===== config.mk =====
export PLATFORM = sky130hd
export DESIGN_NAME = div_seq32_flat
export DESIGN_NICKNAME = d
export VERILOG_FILES = /design/src/rtl/div_seq32_if.sv /design/src/rtl/div_seq32.sv /design/src/flat_wrapper.sv
export SDC_FILE = /design/constraint.sdc
export NUM_CORES = 1
export LEC_CHECK = 0
export ABC_AREA = 1
export BUFFER_PORTS_ARGS = -buffer_cell sky130_fd_sc_hd__buf_4
export CAP_MARGIN = 20
export CORE_MARGIN = 3
export CORE_UTILIZATION = 60
export CTS_CLUSTER_DIAMETER = 100
export DETAILED_ROUTE_END_ITERATION = 12
export GPL_TIMING_DRIVEN = 1
export PLACE_DENSITY_LB_ADDON = 0.05
export SYNTH_ARGS = -nofsm -noshare
export SYNTH_HDL_FRONTEND = slang
export SYNTH_SLANG_ARGS = --single-unit

===== constraint.sdc =====
create_clock -name clk -period 2.7 [get_ports clk]
set_input_delay 0.675 -clock clk [delete_from_list [all_inputs] [get_ports clk]]
set_output_delay 0.675 -clock clk [all_outputs]
set_load 0.02 [all_outputs]

===== src/rtl/div_seq32_if.sv =====
// div_seq32_if: start/operand/result bundle for the sequential 32-bit signed divider.
//   ctrl_div        start pulse (master -> divider)
//   data_operandA   dividend, two's complement (master -> divider)
//   data_operandB   divisor, two's complement (master -> divider)
//   data_result     truncated quotient, held until the next accepted start (divider -> master)
//   data_exception  divide-by-zero / overflow flag (divider -> master)
//   data_resultRDY  one-cycle completion strobe (divider -> master)
//   busy            operation in flight (divider -> master)
interface div_seq32_if;
  logic        ctrl_div;
  logic [31:0] data_operandA;
  logic [31:0] data_operandB;
  logic [31:0] data_result;
  logic        data_exception;
  logic        data_resultRDY;
  logic        busy;

  modport master (
    output ctrl_div, data_operandA, data_operandB,
    input  data_result, data_exception, data_resultRDY, busy
  );

  modport slave (
    input  ctrl_div, data_operandA, data_operandB,
    output data_result, data_exception, data_resultRDY, busy
  );
endinterface


===== src/rtl/div_seq32.sv =====
// div_seq32: sequential 32-bit signed restoring divider (truncating quotient).
//   clk  rising-edge clock
//   clr  synchronous active-high reset
//   bus  div_seq32_if.slave: ctrl_div start pulse, data_operandA/B operands in;
//        data_result, data_exception, data_resultRDY strobe and busy out.
// A start in IDLE latches magnitudes, then 32 RUN cycles produce one quotient bit each,
// FIX applies the sign, and DONE raises the registered ready strobe on the next edge.
module div_seq32 (
  input logic        clk,
  input logic        clr,
  div_seq32_if.slave bus
);

  typedef enum logic [1:0] {StIdle, StRun, StFix, StDone} state_e;

  state_e      state_q, state_d;
  logic [5:0]  cnt_q, cnt_d;
  logic [63:0] rq_q, rq_d;        // {remainder, quotient/dividend}
  logic [31:0] abs_b_q, abs_b_d;
  logic        sign_q, sign_d;
  logic        ovf_q, ovf_d;      // 0x80000000 / -1 case
  logic [31:0] result_q, result_d;
  logic        exc_q, exc_d;
  logic        rdy_q, rdy_d;

  logic [31:0] abs_a;
  logic [31:0] quo_sh;
  logic [32:0] trial;

  always_comb begin
    // Negation wraps 0x80000000 to itself, which is its correct unsigned magnitude.
    abs_a  = bus.data_operandA[31] ? (32'd0 - bus.data_operandA) : bus.data_operandA;
    quo_sh = {rq_q[30:0], 1'b0};
    // Shifted remainder is rq_q[63:31]; bit 63 stays 0, so 33 bits never overflow.
    trial  = rq_q[63:31] - {1'b0, abs_b_q};
  end

  always_comb begin
    state_d  = state_q;
    cnt_d    = cnt_q;
    rq_d     = rq_q;
    abs_b_d  = abs_b_q;
    sign_d   = sign_q;
    ovf_d    = ovf_q;
    result_d = result_q;
    exc_d    = exc_q;
    rdy_d    = 1'b0;

    unique case (state_q)
      StIdle: begin
        if (bus.ctrl_div) begin
          abs_b_d = bus.data_operandB[31] ? (32'd0 - bus.data_operandB) : bus.data_operandB;
          sign_d  = bus.data_operandA[31] ^ bus.data_operandB[31];
          ovf_d   = (bus.data_operandA == 32'h8000_0000) && (bus.data_operandB == 32'hFFFF_FFFF);
          rq_d    = {32'd0, abs_a};
          cnt_d   = 6'd0;
          if (bus.data_operandB == 32'd0) begin
            result_d = 32'd0;
            exc_d    = 1'b1;
            state_d  = StDone;
          end else begin
            state_d = StRun;
          end
        end
      end
      StRun: begin
        if (trial[32]) begin
          rq_d = {rq_q[62:31], quo_sh};
        end else begin
          rq_d = {trial[31:0], quo_sh | 32'd1};
        end
        cnt_d = cnt_q + 6'd1;
        if (cnt_q == 6'd31) begin
          state_d = StFix;
        end
      end
      StFix: begin
        // Overflow case needs no special value: -0x80000000 wraps to 0x80000000.
        result_d = sign_q ? (32'd0 - rq_q[31:0]) : rq_q[31:0];
        exc_d    = ovf_q;
        state_d  = StDone;
      end
      StDone: begin
        rdy_d   = 1'b1;
        state_d = StIdle;
      end
      default: state_d = StIdle;
    endcase
  end

  always_ff @(posedge clk) begin
    if (clr) begin
      state_q  <= StIdle;
      cnt_q    <= 6'd0;
      rq_q     <= 64'd0;
      abs_b_q  <= 32'd0;
      sign_q   <= 1'b0;
      ovf_q    <= 1'b0;
      result_q <= 32'd0;
      exc_q    <= 1'b0;
      rdy_q    <= 1'b0;
    end else begin
      state_q  <= state_d;
      cnt_q    <= cnt_d;
      rq_q     <= rq_d;
      abs_b_q  <= abs_b_d;
      sign_q   <= sign_d;
      ovf_q    <= ovf_d;
      result_q <= result_d;
      exc_q    <= exc_d;
      rdy_q    <= rdy_d;
    end
  end

  assign bus.data_result    = result_q;
  assign bus.data_exception = exc_q;
  assign bus.data_resultRDY = rdy_q;
  // Busy through DONE; drops on the same edge the registered strobe rises.
  assign bus.busy           = (state_q != StIdle);

endmodule


===== src/flat_wrapper.sv =====
// flat-port wrapper written by rule: the top's interface ports become plain ports
module div_seq32_flat 
  (clk, clr, bus_ctrl_div, bus_data_operandA, bus_data_operandB, bus_data_result, bus_data_exception, bus_data_resultRDY, bus_busy);
  div_seq32_if bus_i ();
  input logic clk;
  input logic clr;
  input wire logic [$bits(bus_i.ctrl_div)-1:0] bus_ctrl_div;
  input wire logic [$bits(bus_i.data_operandA)-1:0] bus_data_operandA;
  input wire logic [$bits(bus_i.data_operandB)-1:0] bus_data_operandB;
  output wire logic [$bits(bus_i.data_result)-1:0] bus_data_result;
  output wire logic [$bits(bus_i.data_exception)-1:0] bus_data_exception;
  output wire logic [$bits(bus_i.data_resultRDY)-1:0] bus_data_resultRDY;
  output wire logic [$bits(bus_i.busy)-1:0] bus_busy;
  assign bus_i.ctrl_div = bus_ctrl_div;
  assign bus_i.data_operandA = bus_data_operandA;
  assign bus_i.data_operandB = bus_data_operandB;
  assign bus_data_result = bus_i.data_result;
  assign bus_data_exception = bus_i.data_exception;
  assign bus_data_resultRDY = bus_i.data_resultRDY;
  assign bus_busy = bus_i.busy;
  div_seq32 u_core (.clk(clk), .clr(clr), .bus(bus_i));
endmodule

# Yosys cells after proc, flatten, opt, wreduce, memory -nomap -nowiden
# Index checks and enable logic that the tools add are counted.
# word_totals
reg_bits,140
inputBits,67
out_inout_bits,35
wordCells,53
# op_classes
n_addsub,5
eq_ne,9
n_mux,19
bitwise,1
reduce_logical,10
# ops
op,n
2-to-1 mux 32 bit,5
2-to-1 mux 64 bit,2
one-hot mux 64 bit (2 select lines),1
subtractor 1 x 32 -> 32 bit (first input constant),3
equality test 32 bit (second input constant),2
one-hot mux 32 bit (2 select lines),1
subtractor 33 x 32 -> 33 bit,1
zero test 32 bit,1
one-hot mux 6 bit (2 select lines),1
one-hot mux 2 bit (4 select lines),1
adder 6 x 1 -> 6 bit (second input constant),1
equality test 6 x 5 -> 1 bit (second input constant),1
2-to-1 mux 2 bit,3
2-to-1 mux 6 bit,1
AND reduction 2 bit,3
nonzero test 2 bit,3
equality test 2 bit (second input constant),2
!= test 2 x 1 -> 1 bit (second input constant),2
2-to-1 mux 1 bit,3
AND reduction 3 bit,1
equality test 2 x 1 -> 1 bit (second input constant),1
zero test 2 bit,1
!= test 2 bit (second input constant),1
one-hot mux 1 bit (2 select lines),1
other kinds (2),2

# Logic depth before layout (Yosys ltp)
# Gate-level depths: netlist of run 1.
# logic_depth
ltp_word,4
mapped_depth,19

# Worst setup path before layout of run 1
# Ideal clock, no wire load.
# synth_path
path_type,register to register
startpoint,reg u_core.rq_q[31]
endpoint,reg u_core.rq_q[62]
setup_ns,0.128
t_arrival_ns,2.065
required_time_ns,2.572
path_slack_ns,0.508
path_stages_with_launch,20
period_less_slack_ns,2.192
cell_sequence,dfxtp_1 inv_1 ha_1 inv_1 fa_1 nand2_1 nand2_1 nand3_2 nand2_2 nand2_2 nand2_2 nand2_4 nand2_4 nand2_2 nand2_4 buf_8 nor2_2 nor2_1 nor2_1 nor2_1
# synth_via
elab_chain_len,3
# synth_rtl
item,line_no,rtl
start: declaration,div_seq32.sv:18,"logic [63:0] rq_q, rq_d;"
start signal: assignment,div_seq32.sv:105,rq_q <= rq_d;
subtractor 33 x 32 -> 33 bit,div_seq32.sv:35,"trial = rq_q[63:31] - {1'b0, abs_b_q};"
2-to-1 mux 64 bit,div_seq32.sv:67,if (trial[32]) begin
one-hot mux 64 bit (2 select lines),div_seq32.sv:49,unique case (state_q)
# Every way passes these cells.
# A chain may end at the register's enable or synchronous reset.

# Worst setup path after layout of run 1
# layout_path
startpoint,reg u_core.rq_q[31]
endpoint,reg u_core.rq_q[59]
# Same word-level chain as after synthesis.

==> out/qor.yml, run 1 <==
run_status:
  status: "complete, no violations"
global_route:
  grt_pass1_wl_um: 55100
  grt-ovfl-total: 0
  grt_pass1_vias: 11100
  gr-usage-all-layers_pct: 33.4
  antenna_found_initial: 0
  grt_max_degree: 51
sta:
  worst_pin_slew_ns: 0.687
  fmax_ghz: 0.397
  skew_ns: 0.00651
  drv_slew: 0
  relSlewSlack_pct: 54.2
  fin_tns_setup_ns: 0
  final_hold_viol_count: 0
  min_period_ns: 2.52
  rsz0062_at_grt: "no"
  period_share_pct: 93.4
  setup_viol_count_final: 0
clocking:
  holdBufCountCts: 0
  cts_buffers: 17
  cts_max_path_buffers: 2
  cts.clk_slew.worst_paths_ns: 0.06
  h-tree-depth: 4
  insertion_delay_ns: 0.43
  cts_tree: "done"
  root_buffer: "clkbuf_16"
  cts.sinks: 140
cells_and_area:
  area.growth.synth_to_final_pct: 13.7
  post-route-util_pct: 70.5
  final_common_cell: "nand2_1"
  diodes: 0
  drive_above_1_share_pct: 10.9
  layout.cells.non_filler: 2249
  final_nets: 2118
  final_cell_mix: "nand2_1, inv_1, nor2_1, a21oi_1, dfxtp_1"
worst_setup_path:
  crit_arrival_ns: 2.88
  crit_required_ns: 3.06
  cp-end-kind: "register"
  cp-start-kind: "register"
  critPathMaxFanout: 32
  crit_type: "reg -> reg"
drt:
  vias: 12400
  vias_per_cell: 5.52
  drtPass1Iterations: 6
  antenna_left: 0
  drc_errors: 0
  wl_per_cell_um: 15.4
  drtIter0Drc: 1478
  drt_wl_total_um: 34700
floorplan:
  start_util_pct: 62.0
  fp.dieArea_um2: 20500
  die_y_um: 143
  io_pins: 102
  core_area_um2: 18200
  core.rowCount: 49
  die_w_um: 143
logic_synthesis:
  synth-warning-count: 0
  synth_edf_count: 0
  syn_area_um2: 11300
  synthArstFlopShare_pct: 0
  yosysSeqAreaShare_pct: 24.8
  synthCells: 1929
  synth_cell_types: 48
  syn_area_per_cell_um2: 5.86
  ys_ff_latch: 140
  syn-num-nets: 2038
  ys.flop_type: "dfxtp_1"
job:
  maxCapViolations: 0
min_path:
  hp-class: "reg -> reg"
place:
  placement.io_buffers: 101
  gp_congestion: 1.03
  dpl.cell_count: 2219
  hpwlAfterDp_um: 26100
power_and_ir_drop:
  p_per_area_nw_per_um2: 701
  irDropWorstVdd_v: 0.000550
  p_leak_nw: 6.44
==> critical path: stages, from the launching register on <==
cell,delay (ns)
dfxtp_1,0.32
inv_1,0.11
ha_1,0.15
inv_1,0.06
fa_1,0.42
nand2_1,0.09
nand2_1,0.08
nand3_2,0.09
nand2_2,0.10
nand2_2,0.08
nand2_2,0.07
nand2_4,0.10
nand3_1,0.18
nand2_8,0.27
nor2_1,0.08
nor2_1,0.12
nor2_1,0.06
nor2_1,0.07
==> routing by layer <==
metal  vias up  global-route usage, %  wire length, um
li1       6247                      -                -
met1      5568                   50.0            16000
met3        32                   8.00             3800
met2       563                   48.5            14400
met4         0                   7.23              445
met5         -                      0                0
==> cell families (layout without fill, tap and decap cells) <==
kind of cell             Yosys count  after routing  synth area share (%)
AO/OA/AOI/OAI                    302            302                  14.7
flip-flops                       140            140                  24.8
buffers and inverters            388            479                  13.6
XOR/XNOR                          54             54                  4.19
AND/OR/NAND/NOR                 1003           1003                  38.0
adder cells (fa/ha/maj)           42             42                  4.72
==> path summary, 6_finish.rpt <==
| kind | from | slack (ns) | end | cells past startpoint |
|---|---|---|---|---|
| worst max-delay path | u_core.rq_q[31]$_SDFFE_PP0P_ | 0.18 | u_core.rq_q[59]$_SDFFE_PP0P_ | 17 |
| worst min-delay path | u_core.bus.data_result[10]$_SDFFE_PP0P_ | 0.47 | u_core.bus.data_result[10]$_SDFFE_PP0P_ | 2 |
| worst max register to register | u_core.rq_q[31]$_SDFFE_PP0P_ | 0.18 | u_core.rq_q[59]$_SDFFE_PP0P_ | 17 |
| worst min register to register | u_core.bus.data_result[10]$_SDFFE_PP0P_ | 0.47 | u_core.bus.data_result[10]$_SDFFE_PP0P_ | 2 |
==> flip-flops by register name, indices dropped and copies added (netlist names) <==
name                       count
u_core.bus.data_result        32
u_core.cnt_q                   6
u_core.abs_b_q                32
u_core.bus.data_resultRDY      1
u_core.sign_q                  1
u_core.ovf_q                   1
u_core.bus.data_exception      1
u_core.rq_q                   64
u_core.state_q                 2
==> layout make-up <==
type	count	area (um^2)
inverter	325	1220
multi-input combinational	1401	6980
clock inverter	13	169
clock buffer	17	425
timing repair buffer	124	956
tap	229	287
fill	1673	5370
sequential	140	2800
==> per-stage QoR <==
stage / worst slack [ns] / hold slack, ns / power [mW] / instance area, um^2
after global placement: 0.213 / 0.452 / 6.37 / 12200
after detailed placement: 0.157 / 0.455 / 6.43 / 12200
after floorplan: 0.508 / 0.445 / 5.32 / 11300
after global routing: 0.0253 / 0.481 / 9.55 / 12800
final: 0.178 / 0.466 / 9.00 / 12800
after CTS: 0.158 / 0.466 / 8.90 / 12800
==> synth_stat cells, types with 6 or more instances <==
cell | count | share of area [%]
nand2_1 | 568 | 19
inv_1 | 318 | 11
nor2_1 | 176 | 5.8
a21oi_1 | 171 | 7.6
dfxtp_1 | 140 | 25
nand3_1 | 136 | 6.0
o21ai_0 | 80 | 3.5
clkbuf_1 | 44 | 1.5
ha_1 | 41 | 4.5
xor2_1 | 40 | 3.1
nand4_1 | 30 | 1.7
nor3_1 | 25 | 1.1
nand2_2 | 18 | 1.0
o211ai_1 | 18 | 1.2
xnor2_1 | 14 | 1.1
a21oi_2 | 11 | 0.85
nor2_2 | 9 | 0.50
and2_1 | 8 | 0.44
buf_2 | 6 | 0.27
==> where the power goes <==
group / internal [mW] / switching, mW / total (mW)
Sequential: 2.32 / 0.266 / 2.58
Clock: 1.45 / 0.980 / 2.43
Combinational: 1.24 / 2.75 / 3.99
Total: 5.01 / 3.99 / 9.00
==> repair_timing <==
item                       4_1_cts  5_1_grt
setup buffers                    0        0
setup endpoints to repair        0        6
gates resized for setup          0        2
hold endpoints to repair         0        0
No activity file was read; power rests on OpenSTA's default activity.
==> inputs of run 2 (changes only) <==
Clock period 2.7 ns to 2.45 ns, I/O delays scaled along.
==> run 2 against run 1 <==
  * Sequential share of layout area shrank 0.62 points
  * Critical path type unchanged
  * Combinational power is 14% higher
  * First-iteration DRC count decreased by 14%
  * Clock power increased by 7%
  * Flip-flop and latch count unchanged
  * Final cell count is 1.5% higher
  * Largest cell class unchanged
  * Via count grew 0.24%
  * Die area is the same
==> out/qor.yml, run 2 (synthesis gave the netlist of run 1 again) <==
min_path:
  hold_path_end: "u_core.bus.data_result[10]$_SDFFE_PP0P_"
  hp-class: "reg -> reg"
  min_path_cells: 2  # unchanged
  holdCritStartpoint: "u_core.bus.data_result[10]$_SDFFE_PP0P_"
worst_setup_path:
  crit_arrival_ns: 2.68  # -0.20 ns
  critPathMaxFanout: 8  # -75%
  r2r_slack_ns: 0.05  # -0.13 ns
  r2r-end: "u_core.rq_q[36]$_SDFFE_PP0P_"
  cp-start-kind: "register"
  cp-end-kind: "register"
  ff2ff_path_depth: 16  # -1
  crit_required_ns: 2.73  # -0.33 ns
  rr_startpoint: "u_core.rq_q[31]$_SDFFE_PP0P_"
  crit_type: "reg -> reg"
drt:
  drtPass1Iterations: 6  # unchanged
  wl_per_cell_um: 15.6  # +1.2%
  drtIter0Drc: 1273  # -14%
  drt_wl_total_um: 35600  # +2.7%
  drc_errors: 0  # unchanged
  antenna_left: 0  # unchanged
  vias_per_cell: 5.45  # -1.2%
  vias: 12400  # +0.24%
floorplan:
  die_w_um: 143  # unchanged
  core_area_um2: 18200  # unchanged
  die_y_um: 143  # unchanged
  io_pins: 102  # unchanged
  core.rowCount: 49  # unchanged
  start_util_pct: 62.0  # unchanged
  fp.dieArea_um2: 20500  # unchanged
sta:
  final_hold_viol_count: 0  # unchanged
  drv_slew: 0  # unchanged
  worst_pin_slew_ns: 0.724  # +0.0376 ns
  fin_tns_setup_ns: 0  # unchanged
  holdWs_ns: 0.466  # +0.0000220 ns
  period_share_pct: 98.0  # +4.6 points
  min_period_ns: 2.40  # -0.121 ns
  setup_viol_count_final: 0  # unchanged
  rsz0062_at_grt: "yes"
  skew_ns: 0.0140  # +0.00748 ns
  fmax_ghz: 0.417  # +5.0%
  relSlewSlack_pct: 51.7  # -2.5 points
place:
  dpl.cell_count: 2242  # +1.0%
  placement.io_buffers: 101  # unchanged
  hpwlAfterDp_um: 26300  # +0.73%
  gp_congestion: 1.03  # +0.64%
clocking:
  root_buffer: "clkbuf_16"
  cts_max_path_buffers: 2  # unchanged
  cts_buffers: 17  # unchanged
  h-tree-depth: 4  # unchanged
  insertion_delay_ns: 0.42  # about the same
  cts.sinks: 140  # unchanged
  cts.clk_slew.worst_paths_ns: 0.06  # about the same
  holdBufCountCts: 0  # unchanged
  cts_tree: "done"
global_route:
  gr-usage-all-layers_pct: 32.8  # -0.57 points
  grt-ovfl-total: 0  # unchanged
  grt_pass1_wl_um: 54000  # -2.0%
  antenna_found_initial: 0  # unchanged
  grt_max_degree: 51  # unchanged
  grt_pass1_vias: 10800  # -2.5%
cells_and_area:
  largest_reg_flops: 64  # unchanged
  final_common_cell: "nand2_1"
  fillers: 1634  # -2.3%
  final-seq-area_um2: 2800  # unchanged
  diodes: 0  # unchanged
  area.growth.synth_to_final_pct: 17.0
  drive_above_1_share_pct: 13.1  # +2.2 points
  multiInputGateArea_um2: 7150  # +2.4%
  post-route-util_pct: 72.6  # +2.0 points
  final_nets: 2149  # +1.5%
  layout.cells.non_filler: 2282  # +1.5%
  largest_register: "u_core.rq_q"
  final_cell_mix: "nand2_1, inv_1, nor2_1, a21oi_1, buf_4"
power_and_ir_drop:
  p_leak_nw: 6.60  # +2.6%
  power_mw: 9.98  # +11%
  p_per_area_nw_per_um2: 756  # +7.8%
  irDropWorstVdd_v: 0.000501  # -8.9%
job:
  maxCapViolations: 0  # unchanged
run_status:
  status: "complete, no violations"
run 2: cell count changes in the layout (fill, tap and decap cells not counted), moves of 4 or more:
cell     before  now
ha_1         41   35
buf_4       122  145
ha_2          0    5
nand2_8       2    6
inv_6         2    6
run 2: area by class of cell:
cell class              count  area share, %
repair buffers            149           8.84
inverters                 325           9.23
multi-input cells        1407           54.1
well taps                 229           2.17
clock inverters            14           1.19
flip-flops and latches    140           21.2
clock buffers              18           3.25
run 2: routing by layer:
layer / up-vias / part of all wire (%) / track usage, % / wire length [um]
li1: 6310 / - / - / -
met1: 5516 / 45 / 48.7 / 16100
met2: 575 / 41 / 46.6 / 14700
met3: 39 / 12 / 10.0 / 4260
met4: 0 / 1.6 / 7.14 / 557
met5: - / 0 / 0 / 0
run 2: worst max path at each step:
stage	startpoint	end	slack (ns)	cells past startpoint
after detailed placement	u_core.abs_b_q[19]$_SDFFE_PP0P_	u_core.rq_q[52]$_SDFFE_PP0P_	0.006	14
after floorplan	u_core.rq_q[31]$_SDFFE_PP0P_	u_core.rq_q[62]$_SDFFE_PP0P_	0.26	19
final	u_core.rq_q[31]$_SDFFE_PP0P_	u_core.rq_q[36]$_SDFFE_PP0P_	0.05	16
after global routing	u_core.rq_q[31]$_SDFFE_PP0P_	u_core.rq_q[61]$_SDFFE_PP0P_	-0.1	18
after global placement	bus_data_operandB[1]	u_core.abs_b_q[22]$_SDFFE_PP0P_	0.02	13
after CTS	u_core.abs_b_q[19]$_SDFFE_PP0P_	u_core.rq_q[37]$_SDFFE_PP0P_	0.03	14
run 2: power breakdown:
group	internal [mW]	leakage [nW]	switching, mW
combinational	1.47	5.19	3.07
clock	1.52	0.279	1.09
sequential	2.55	1.14	0.277
total	5.55	6.60	4.44
run 2: metrics by stage:
step	area, um^2	setup slack, ns
after global placement	12400	0.0208
final	13200	0.0491
after CTS	13000	0.0293
after detailed placement	12400	0.00589
after global routing	13200	-0.0970
after floorplan	11300	0.258
run 2: worst max-delay path: stages (launching register included):
cell and delay [ns]:
dfxtp_1 0.33, inv_1 0.08, ha_1 0.14, inv_1 0.05, fa_1 0.39, nand2_1 0.09
nand2_1 0.09, nand3_2 0.09, nand2_2 0.07, nand2_2 0.07, nand2_2 0.07, nand2_4 0.11
nand3_4 0.18, nand2_2 0.28, nand2_1 0.08, nand3_1 0.07, a21oi_1 0.07
run 2: timing repair:
| action | CTS | global route |
|---|---|---|
| cloned | 0 | 6 |
| buffers inserted | 0 | 2 |
| pin swaps | 0 | 5 |
| setup endpoints to repair | 2 | 33 |
| resized for setup | 1 | 24 |
==> inputs of run 3 (changes only) <==
Settings changed: CORE_ASPECT_RATIO from default to 0.9.
==> run 3 against run 2 <==
  * Global-route usage rose by 2.4 points
  * Highest routed layer unchanged
  * Combinational power rose by 7.5%
  * Sequential power barely moved
  * Power rose by 7.2%
  * First-iteration DRC count rose by 22%
  * Register-to-register slack improved by 0.03 ns
  * Largest power group unchanged
  * Worst setup slack improved by 0.034 ns
==> out/qor.yml, run 3 (synthesis gave the netlist of run 1 again) <==
run_status:
  status: "complete, no violations"
floorplan:
  core_area_um2: 18000  # -1.1%
  io_pins: 102  # unchanged
  start_util_pct: 62.7  # +0.67 points
  fp.dieArea_um2: 20500  # about the same
  die_w_um: 151  # +5.2%
  die_y_um: 136  # -4.9%
  core.rowCount: 46  # -6.1%
worst_setup_path:
  cp-start-kind: "register"
  cp-end-kind: "register"
  r2r_slack_ns: 0.08  # +0.03 ns
  worstPathCellList: "inv_2 -> ha_2 -> inv_2 -> fa_2 -> nand2_2 -> nand2_2 -> nand3_2 -> nand2_2 -> buf_4 -> nand2_1 -> nand2_1 -> nand2_1 -> nand2_1 -> nand2_1 -> nand2_1 -> nor2_1 -> nor2_1 -> nor2_1 -> nor2_1"
  crit_type: "reg -> reg"
  crit_arrival_ns: 2.66  # -0.02 ns
  rr_startpoint: "u_core.rq_q[31]$_SDFFE_PP0P_"
  critical-path-max-stage-delay_ns: 0.39  # about the same
  r2r-end: "u_core.rq_q[60]$_SDFFE_PP0P_"
  ff2ff_path_depth: 19  # +3
  critPathMaxFanout: 3  # -5
  crit_slowest_cell: "fa_2"
  path_delay_family: "simple AND/OR/NAND/NOR gates"
  path_common_cell: "nand2_1"
  crit_required_ns: 2.75  # +0.02 ns
  cp_num_buf_inv: 3  # +1
global_route:
  antenna_found_initial: 0  # unchanged
  grt_max_degree: 46  # -9.8%
  grt_pass1_vias: 11500  # +6.3%
  grt_pass1_wl_um: 57400  # +6.3%
  gr-usage-all-layers_pct: 35.2  # +2.4 points
  grt-ovfl-total: 0  # unchanged
cells_and_area:
  diodes: 0  # unchanged
  largest_reg_flops: 64  # unchanged
  final_cell_area_um2: 13600  # +2.6%
  final_nets: 2170  # +0.98%
  largest_register: "u_core.rq_q"
  final_cell_mix: "nand2_1, inv_1, a21oi_1, nor2_1, buf_4"
  drive_above_1_share_pct: 15.0  # +1.9 points
  layout.cells.non_filler: 2313  # +1.4%
  final_common_cell: "nand2_1"
  area.growth.synth_to_final_pct: 20.0
sta:
  final_hold_viol_count: 0  # unchanged
  worst_pin_slew_ns: 0.526  # -0.198 ns
  rsz0062_at_grt: "yes"
  min_period_ns: 2.37  # -0.0336 ns
  relSlewSlack_pct: 64.6  # +13 points
  drv_slew: 0  # unchanged
  period_share_pct: 96.6  # -1.4 points
  fmax_ghz: 0.422  # +1.4%
  setup_viol_count_final: 0  # unchanged
  layout_setup_ws_ns: 0.0827  # +0.0336 ns
  fin_tns_setup_ns: 0  # unchanged
  skew_ns: 0.00858  # -0.00542 ns
power_and_ir_drop:
  irDropWorstVdd_v: 0.000475  # -5.2%
  p_leak_nw: 6.76  # +2.3%
  power_mw: 10.7  # +7.2%
  p_per_area_nw_per_um2: 790  # +4.5%
clocking:
  h-tree-depth: 4  # unchanged
  cts_max_path_buffers: 2  # unchanged
  cts.sinks: 140  # unchanged
  holdBufCountCts: 0  # unchanged
  cts.clk_slew.worst_paths_ns: 0.06  # about the same
  insertion_delay_ns: 0.42  # about the same
  cts_tree: "done"
  cts_buffers: 17  # unchanged
  root_buffer: "clkbuf_16"
place:
  placement.io_buffers: 101  # unchanged
  gp_congestion: 0.979  # -5.4%
  dpl.cell_count: 2278  # +1.6%
  hpwlAfterDp_um: 27900  # +5.9%
  pre_cts_slack_ns: 0.0181  # +0.0122 ns
  placed_area_um2: 12700  # +2.1%
min_path:
  hp-class: "reg -> reg"
  hold_path_end: "u_core.bus.data_result[11]$_SDFFE_PP0P_"
  holdCritStartpoint: "u_core.bus.data_result[11]$_SDFFE_PP0P_"
  min_path_cells: 2  # unchanged
drt:
  antenna_left: 0  # unchanged
  drtIter0Drc: 1557  # +22%
  vias: 12900  # +3.5%
  drc_errors: 0  # unchanged
  drtPass1Iterations: 5  # -1
  wl_per_cell_um: 15.6  # +0.12%
  drt_wl_total_um: 36100  # +1.5%
  vias_per_cell: 5.56  # +2.1%
job:
  maxCapViolations: 0  # unchanged
-- run 3: how the worst max path moves through the flow --
stage                                         start                           end  slack (ns)  cells after the start
finish                 u_core.rq_q[31]$_SDFFE_PP0P_  u_core.rq_q[60]$_SDFFE_PP0P_        0.08                     19
CTS                 u_core.abs_b_q[19]$_SDFFE_PP0P_  u_core.rq_q[59]$_SDFFE_PP0P_       0.004                     14
global route           u_core.rq_q[31]$_SDFFE_PP0P_  u_core.rq_q[60]$_SDFFE_PP0P_       -0.03                     19
floorplan              u_core.rq_q[31]$_SDFFE_PP0P_  u_core.rq_q[62]$_SDFFE_PP0P_        0.26                     19
detailed placement     u_core.rq_q[31]$_SDFFE_PP0P_  u_core.rq_q[61]$_SDFFE_PP0P_        0.02                     19
global placement               bus_data_operandA[0]  u_core.rq_q[30]$_SDFFE_PP0P_        0.08                     14
-- run 3: area by class of cell --
class                   instances  area [um^2]
clock buffers                  17          425
clock inverters                14          241
fillers                      1530         4460
inverters                     325         1220
multi-input cells            1401         7130
flip-flops and latches        140         2810
well taps                     240          300
repair buffers                176         1430
-- run 3: layer usage --
metal	global-route usage, %	wire [um]	vias to the layer above
li1	-	-	6340
met1	52.7	16200	5785
met2	51.0	14700	713
met3	9.47	4840	33
met4	6.55	402	0
met5	0	0	-
-- run 3: where the power goes --
group	internal (mW)	total (mW)	switching (mW)	leakage [nW]
clock network	1.91	2.99	1.07	0.324
registers	2.56	2.84	0.284	1.14
logic	1.62	4.88	3.26	5.29
total	6.09	10.7	4.61	6.76
-- run 3: worst min-delay path, delay by kind of cell, from the launching register on --
family             cells  cell delay, ns
AOI/OAI and AO/OA      1            0.05
and+or+nand+nor        1            0.06
DFF                    1            0.31
-- run 3: per-stage QoR --
stage,hold WS [ns],utilization (%)
3_5_place_dp,0.460,70.4
3_3_place_gp,0.452,70.4
2_1_floorplan,0.445,-
6_report,0.470,75.2
5_1_grt,0.491,75.2
4_1_cts,0.468,74.2
-- run 3: what timing repair did --
| action | in CTS | in global routing |
|---|---|---|
| gates resized for setup | 4 | 41 |
| endpoints found under the hold margin | 0 | 0 |
| pin swaps | 3 | 8 |
| buffers inserted | 2 | 2 |
| endpoints found under the setup margin | 1 | 33 |
| cloned | 0 | 0 |
